File: config.mk
export PLATFORM = sky130hd
export DESIGN_NAME = mac_neuron_q34
export DESIGN_NICKNAME = d
export VERILOG_FILES = /design/src/rtl/mac_neuron_q34.sv
export SDC_FILE = /design/constraint.sdc
export NUM_CORES = 1
export LEC_CHECK = 0
export ABC_CLOCK_PERIOD_IN_PS = 18100
export CORE_ASPECT_RATIO = 1.4
export CORE_MARGIN = 1.5
export CORE_UTILIZATION = 45
export DETAILED_ROUTE_END_ITERATION = 16
export HOLD_SLACK_MARGIN = 0.03
export PLACE_DENSITY = 0.72
export SKIP_CTS_REPAIR_TIMING = 1
export SLEW_MARGIN = 20
export SYNTH_ARGS = -nofsm -noshare
export SYNTH_HDL_FRONTEND = slang
export SYNTH_SLANG_ARGS = --single-unit
File: constraint.sdc
create_clock -name clk -period 18.1 [get_ports clk]
set_input_delay 1.81 -clock clk [delete_from_list [all_inputs] [get_ports clk]]
set_output_delay 1.81 -clock clk [all_outputs]
set_load 0.01 [all_outputs]
File: src/rtl/mac_neuron_q34.sv
// Sequential multiply-accumulate neuron: bias plus N_INPUTS signed Q3.4 products,
// accumulated in saturating Q10.8 with an optional ReLU on the final result.
module mac_neuron_q34 #(
  parameter int N_INPUTS   = 2,
  parameter int RELU_EN    = 0,
  parameter int DATA_WIDTH = 19
) (
  input  logic                  clk,
  input  logic                  rst,
  input  logic                  in_valid,
  output logic                  in_ready,
  input  logic [7:0]            in_x,
  input  logic [7:0]            in_w,
  input  logic [7:0]            bias,
  output logic                  out_valid,
  input  logic                  out_ready,
  output logic [DATA_WIDTH-1:0] out_data,
  output logic                  out_ovf
);

  localparam int CW = $clog2(N_INPUTS) + 1;
  localparam int SW = DATA_WIDTH + 1;

  typedef enum logic {S_ACC = 1'b0, S_OUT = 1'b1} state_t;

  state_t                state_reg;
  state_t                state_next;
  logic [CW-1:0]         cnt_reg;
  logic [DATA_WIDTH-1:0] acc_reg;
  logic                  ovf_int_reg;
  logic [DATA_WIDTH-1:0] out_data_reg;
  logic                  out_ovf_reg;

  logic                  accept;
  logic                  first_beat;
  logic                  last_beat;
  logic signed [15:0]    product;
  logic [SW-1:0]         base;
  logic [SW-1:0]         sum;
  logic                  pos_sat;
  logic                  neg_sat;
  logic [DATA_WIDTH-1:0] sat_sum;
  logic [DATA_WIDTH-1:0] relu_sum;
  logic                  ovf_vec;

  assign accept     = in_valid && in_ready;
  assign first_beat = (cnt_reg == '0);
  assign last_beat  = (cnt_reg == CW'(N_INPUTS - 1));

  assign product = $signed(in_x) * $signed(in_w);

  // First beat starts from the bias rescaled Q3.4 -> Q10.8 instead of the stale accumulator.
  assign base = first_beat ? {{(SW-12){bias[7]}}, bias, 4'b0000}
                           : {acc_reg[DATA_WIDTH-1], acc_reg};
  assign sum  = base + {{(SW-16){product[15]}}, product};

  // One guard bit is enough: base and product together never exceed the 20-bit range.
  assign pos_sat = ~sum[SW-1] &  sum[SW-2];
  assign neg_sat =  sum[SW-1] & ~sum[SW-2];

  always_comb begin
    sat_sum = sum[DATA_WIDTH-1:0];
    if (pos_sat) begin
      sat_sum = {1'b0, {(DATA_WIDTH-1){1'b1}}};
    end else if (neg_sat) begin
      sat_sum = {1'b1, {(DATA_WIDTH-1){1'b0}}};
    end
  end

  assign ovf_vec  = (~first_beat & ovf_int_reg) | pos_sat | neg_sat;
  assign relu_sum = ((RELU_EN != 0) && sat_sum[DATA_WIDTH-1]) ? '0 : sat_sum;

  always_ff @(posedge clk) begin
    if (rst) begin
      state_reg <= S_ACC;
    end else begin
      state_reg <= state_next;
    end
  end

  always_comb begin
    state_next = state_reg;
    case (state_reg)
      S_ACC:   if (accept && last_beat) state_next = S_OUT;
      S_OUT:   if (out_ready) state_next = S_ACC;
      default: state_next = S_ACC;
    endcase
  end

  always_comb begin
    in_ready  = 1'b0;
    out_valid = 1'b0;
    case (state_reg)
      S_ACC:   in_ready  = 1'b1;
      S_OUT:   out_valid = 1'b1;
      default: in_ready  = 1'b0;
    endcase
  end

  always_ff @(posedge clk) begin
    if (rst) begin
      cnt_reg      <= '0;
      acc_reg      <= '0;
      ovf_int_reg  <= 1'b0;
      out_data_reg <= '0;
      out_ovf_reg  <= 1'b0;
    end else if (accept) begin
      // Later beats continue from the clamped value, not the wrapped sum.
      acc_reg     <= sat_sum;
      ovf_int_reg <= ovf_vec;
      if (last_beat) begin
        cnt_reg      <= '0;
        out_data_reg <= relu_sum;
        out_ovf_reg  <= ovf_vec;
      end else begin
        cnt_reg <= cnt_reg + CW'(1);
      end
    end
  end

  assign out_data = out_data_reg;
  assign out_ovf  = out_ovf_reg;

endmodule

### After elaboration in Yosys (flattened, before gate mapping)

Cells that the tools add are included.

| storage, ports and cells | value |
|---|---|
| memories | 0 |
| bits in read-only memories | 0 |
| RAM bits | 0 |
| bits of input ports | 28 |
| latch bits | 0 |
| word-level logic and storage cells | 32 |
| output and inout port bits | 22 |
| register bits | 43 |

| cells by class | value |
|---|---|
| eq/ne operators | 1 |
| shift operators | 0 |
| multiply operators | 1 |
| bitwise operators | 9 |
| reductions and logical operators | 4 |
| $add $sub $neg | 2 |
| order comparisons | 0 |
| multiplexer cells | 9 |
| div/mod/pow operators | 0 |

Operators with widths:

| operator | number |
|---|---|
| two-way mux 19 bit | 2 |
| adder 20 bit | 1 |
| two-way mux 20 bit | 1 |
| multiplier 8 x 8 -> 16 bit | 1 |
| two-way mux 1 bit | 4 |
| inverter 1 bit | 4 |
| bitwise AND 1 bit | 3 |
| adder 2 x 1 -> 2 bit, second input constant | 1 |
| equality test 2 x 1 -> 1 bit, second input constant | 1 |
| logical AND 1 bit | 2 |
| zero test 2 bit | 1 |
| two-way mux 2 bit | 1 |
| bitwise OR 1 bit | 2 |
| case mux 1 bit (2 select lines) | 1 |
| AND reduction 2 bit | 1 |

### Logic depth before layout (Yosys ltp)

| logic depth | value |
|---|---|
| depth after elaboration | 7 |
| mapped depth | 29 |
| depth with buffers taken out | 27 |

### Worst setup path after synthesis

Ideal clock, no wire load.

| timing | value |
|---|---|
| path type | in2reg |
| from | input port in_w[3] |
| to | register out_data_reg[17], in the netlist out_data[17] |
| buffers on the path | 2 |
| stages | 23 |
| path slack | 10.010 ns |
| data arrival time | 7.964 ns |
| path through | and2_1 -> fa_1 -> inv_1 -> fa_1 -> fa_1 -> fa_1 -> inv_1 -> ha_1 -> a21oi_1 -> o21ai_0 -> a311o_1 -> a21oi_1 -> or2_0 -> clkbuf_1 -> ha_1 -> nand2_1 -> nor2b_1 -> nor4_1 -> o211ai_1 -> a31o_1 -> buf_6 -> a2111oi_4 -> o21ai_1 |

| on the way | value |
|---|---|
| longest elaborated chain between the ends | 6 |

Ends and longest elaborated chain:

| what | RTL line | RTL |
|---|---|---|
| start: declaration | 13 | `input logic [7:0] in_w,` |
| multiplier 8 x 8 -> 16 bit (*) | 50 | `assign product = $signed(in_x) * $signed(in_w);` |
| adder 20 bit (*) | 55 | `assign sum = base + {{(SW-16){product[15]}}, product};` |
| inverter 1 bit | 59 | `assign neg_sat = sum[SW-1] & ~sum[SW-2];` |
| bitwise AND 1 bit | 59 |  |
| two-way mux 19 bit | 65 | `end else if (neg_sat) begin` |
| two-way mux 19 bit (*) | 63 | `if (pos_sat) begin` |
| end signal: assignment | 113 | `out_data_reg <= relu_sum;` |
| end: declaration | 31 | `logic [DATA_WIDTH-1:0] out_data_reg;` |

Mark *: on every way between the ends. The rest lies on a longest branch, timed or not.
A chain may end at the register's enable or synchronous reset.

### Final worst setup path

| timing | value |
|---|---|
| from | input port in_w[2] |
| to | register out_data_reg[17], in the netlist out_data[17] |

The elaborated chain is that of the path after synthesis.

==> impl_metrics.toml <==
[clock_network]
clock_latency_ns = 0.28
cts_tree = "done"
cts_made_buffers = 5
cts_max_level = 2
clockRootBuffer = "clkbuf_16"
cts_sinks = 43
clk_pin_slew_ns = 0.06
clk_path_buf_depth = 2

[detailed_routing]
route.final.wire_length_um = 11800
drt-pass1-iter-count = 5
wire_per_inst_um = 14.1
drtAntennaViolNets = 0
drt-initial-drc-count = 156
via_count = 4482
vias_per_cell = 5.35
drcViolationCount = 0

[sta]
holdWs_ns = 0.443
fmax_mhz = 107
period_minus_slack_ns = 9.37
finalSetupTns_ns = 0
setup_violations = 0
rsz0062_at_grt = "false"
relSlewSlack = 0.350
slew_violations = 0
tightest_slew_ns = 0.967
period_share = 0.518
fin_ws_ns = 8.73
fin_worst_skew_ns = 0.00304
finalHoldViolations = 0

[setup_path]
r2r_end = "out_data[17]"
startpoint_type = "input pin"
r2r_start = "cnt_reg[1]"
arrival_ns = 9.52
critPathMaxFanout = 17
cp.required_ns = 18.25
rr_worst_depth = 12
cp-end-kind = "flip-flop"
path_class = "in -> reg"
rrSetupSlack_ns = 13.64

[yosys]
synth_area_leader_cell = "fa_1"
syn_area_um2 = 5330
syn-num-nets = 781
netlist_top_cells_count = "100 x inv_1, 82 x nand2_1, 56 x fa_1"
postSynthCellCount = 651
synth_seq_cells = 43
syn_area_per_cell_um2 = 8.18
synth_flop_cell = "dfxtp_1"
synth_edf_count = 0
ys_seq_area_frac = 0.162
synth_area_leaders = "fa_1 21%, dfxtp_1 16%, ha_1 11%"
async_flop_share = 0
yosys_warnings = 0
yosys.cell_count.top_type = "inv_1"
synth.distinct_cells = 66
synth_top_area_share = 0.210

[worst_hold_path]
hp-start = "out_data[2]"
hold_end = "out_data[2]"
min-delay-path-class = "reg -> reg"
whs_path_depth = 2

[place]
gp_congestion = 0.870
port_buffers = 49
dp_hpwl_um = 9960
dp_worst_setup_slack_ns = 8.52

[floorplanning]
rows = 46
core_area_um2 = 11500
die_w_um = 95.0
start_util = 0.465
ios = 50
die_h_um = 132
die_area_um2 = 12500

[layout]
nets = 823
area_delta_synth_final_pct = 14.1
drive_gt1_frac = 0.0259
num_antenna_cells = 0

[flow_run]
cap_violations = 0

[global_routing]
grt_max_degree = 24
grt_usage = 0.198
overflow = 0
grt_pass1_vias = 4529
grt_pass1_wl_um = 20200
antenna_found_initial = 0

[run_status]
status = "finished, final reports clean"
cell usage in the layout, fill, tap and decap left out, types with 5 or more instances in the layout:
master,n
a211oi_1,17
a21o_1,7
a21oi_1,32
and2_1,51
clkbuf_16,5
clkdlybuf4s50_1,49
dfxtp_1,43
fa_1,56
ha_1,46
inv_1,100
nand2_1,82
nand2b_1,10
nand3_1,5
nor2_1,28
nor2b_1,16
nor3_1,5
o21ai_0,14
o21ai_1,30
xnor2_1,25
xor2_1,5
worst max path at each step:
stage	slack, ns	depth (start not counted)	to	from
after floorplan	10.01	23	out_data[17]	in_w[3]
after global placement	8.86	23	out_data[17]	in_w[2]
after detailed placement	8.52	22	out_data[17]	in_w[3]
after CTS	8.80	22	out_data[17]	in_w[3]
after global routing	8.17	23	out_data[17]	in_x[7]
final	8.73	23	out_data[17]	in_w[2]
metal layers:
layer | GRT usage | wire (um) | part of all wire | vias up
met5 | 0 | 0 | 0 | -
met4 | 0.0730 | 325 | 0.028 | 0
met3 | 0.00980 | 358 | 0.030 | 28
met2 | 0.371 | 6100 | 0.52 | 118
met1 | 0.231 | 5000 | 0.42 | 2109
li1 | - | - | - | 2227
metrics by stage:
| step | util | cell area (um2) | cells |
|---|---|---|---|
| 6_report | 0.531 | 6080 | 838 |
| 3_3_place_gp | 0.519 | 5940 | 830 |
| 5_1_grt | 0.531 | 6080 | 838 |
| 4_1_cts | 0.531 | 6080 | 838 |
| 2_1_floorplan | - | 5330 | 651 |
| 3_5_place_dp | 0.519 | 5940 | 830 |
final cells by class:
cell class              count  area (um2)
clock buffers               7         133
clock inverters             1        5.00
fillers                  1079        5370
inverters                 100         375
multi-input cells         491        4010
flip-flops and latches     43         861
well taps                 144         180
repair buffers             52         513
critical path, cell delays in order:
cell and delay (ns):
clkdlybuf4s50_1 0.55, nand2_1 0.18, inv_1 0.10, fa_1 0.59, inv_1 0.15, fa_1 0.58
fa_1 0.45, fa_1 0.54, inv_1 0.04, ha_1 0.36, a21oi_1 0.17, o21ai_0 0.16
a311o_1 0.40, a21oi_1 0.44, or2_0 0.36, ha_1 0.34, nand2_1 0.10, nor2b_1 0.05
nor4_1 0.81, o211ai_1 0.25, a31o_1 0.53, a2111oi_4 0.47, o21ai_1 0.11
logic make-up after synthesis:
group / count (synthesis) / synth area share
adder cells (fa/ha/maj): 106 / 0.326
XOR/XNOR: 30 / 0.0493
multiplexers: 2 / 0.00399
AO/OA/AOI/OAI: 140 / 0.175
buffers and inverters: 117 / 0.0853
flip-flops: 43 / 0.162
AND/OR/NAND/NOR: 213 / 0.198
Power is left out: the tool's default activity adds up to more than one toggle a clock period on the data nets, which glitch-free logic cannot reach.
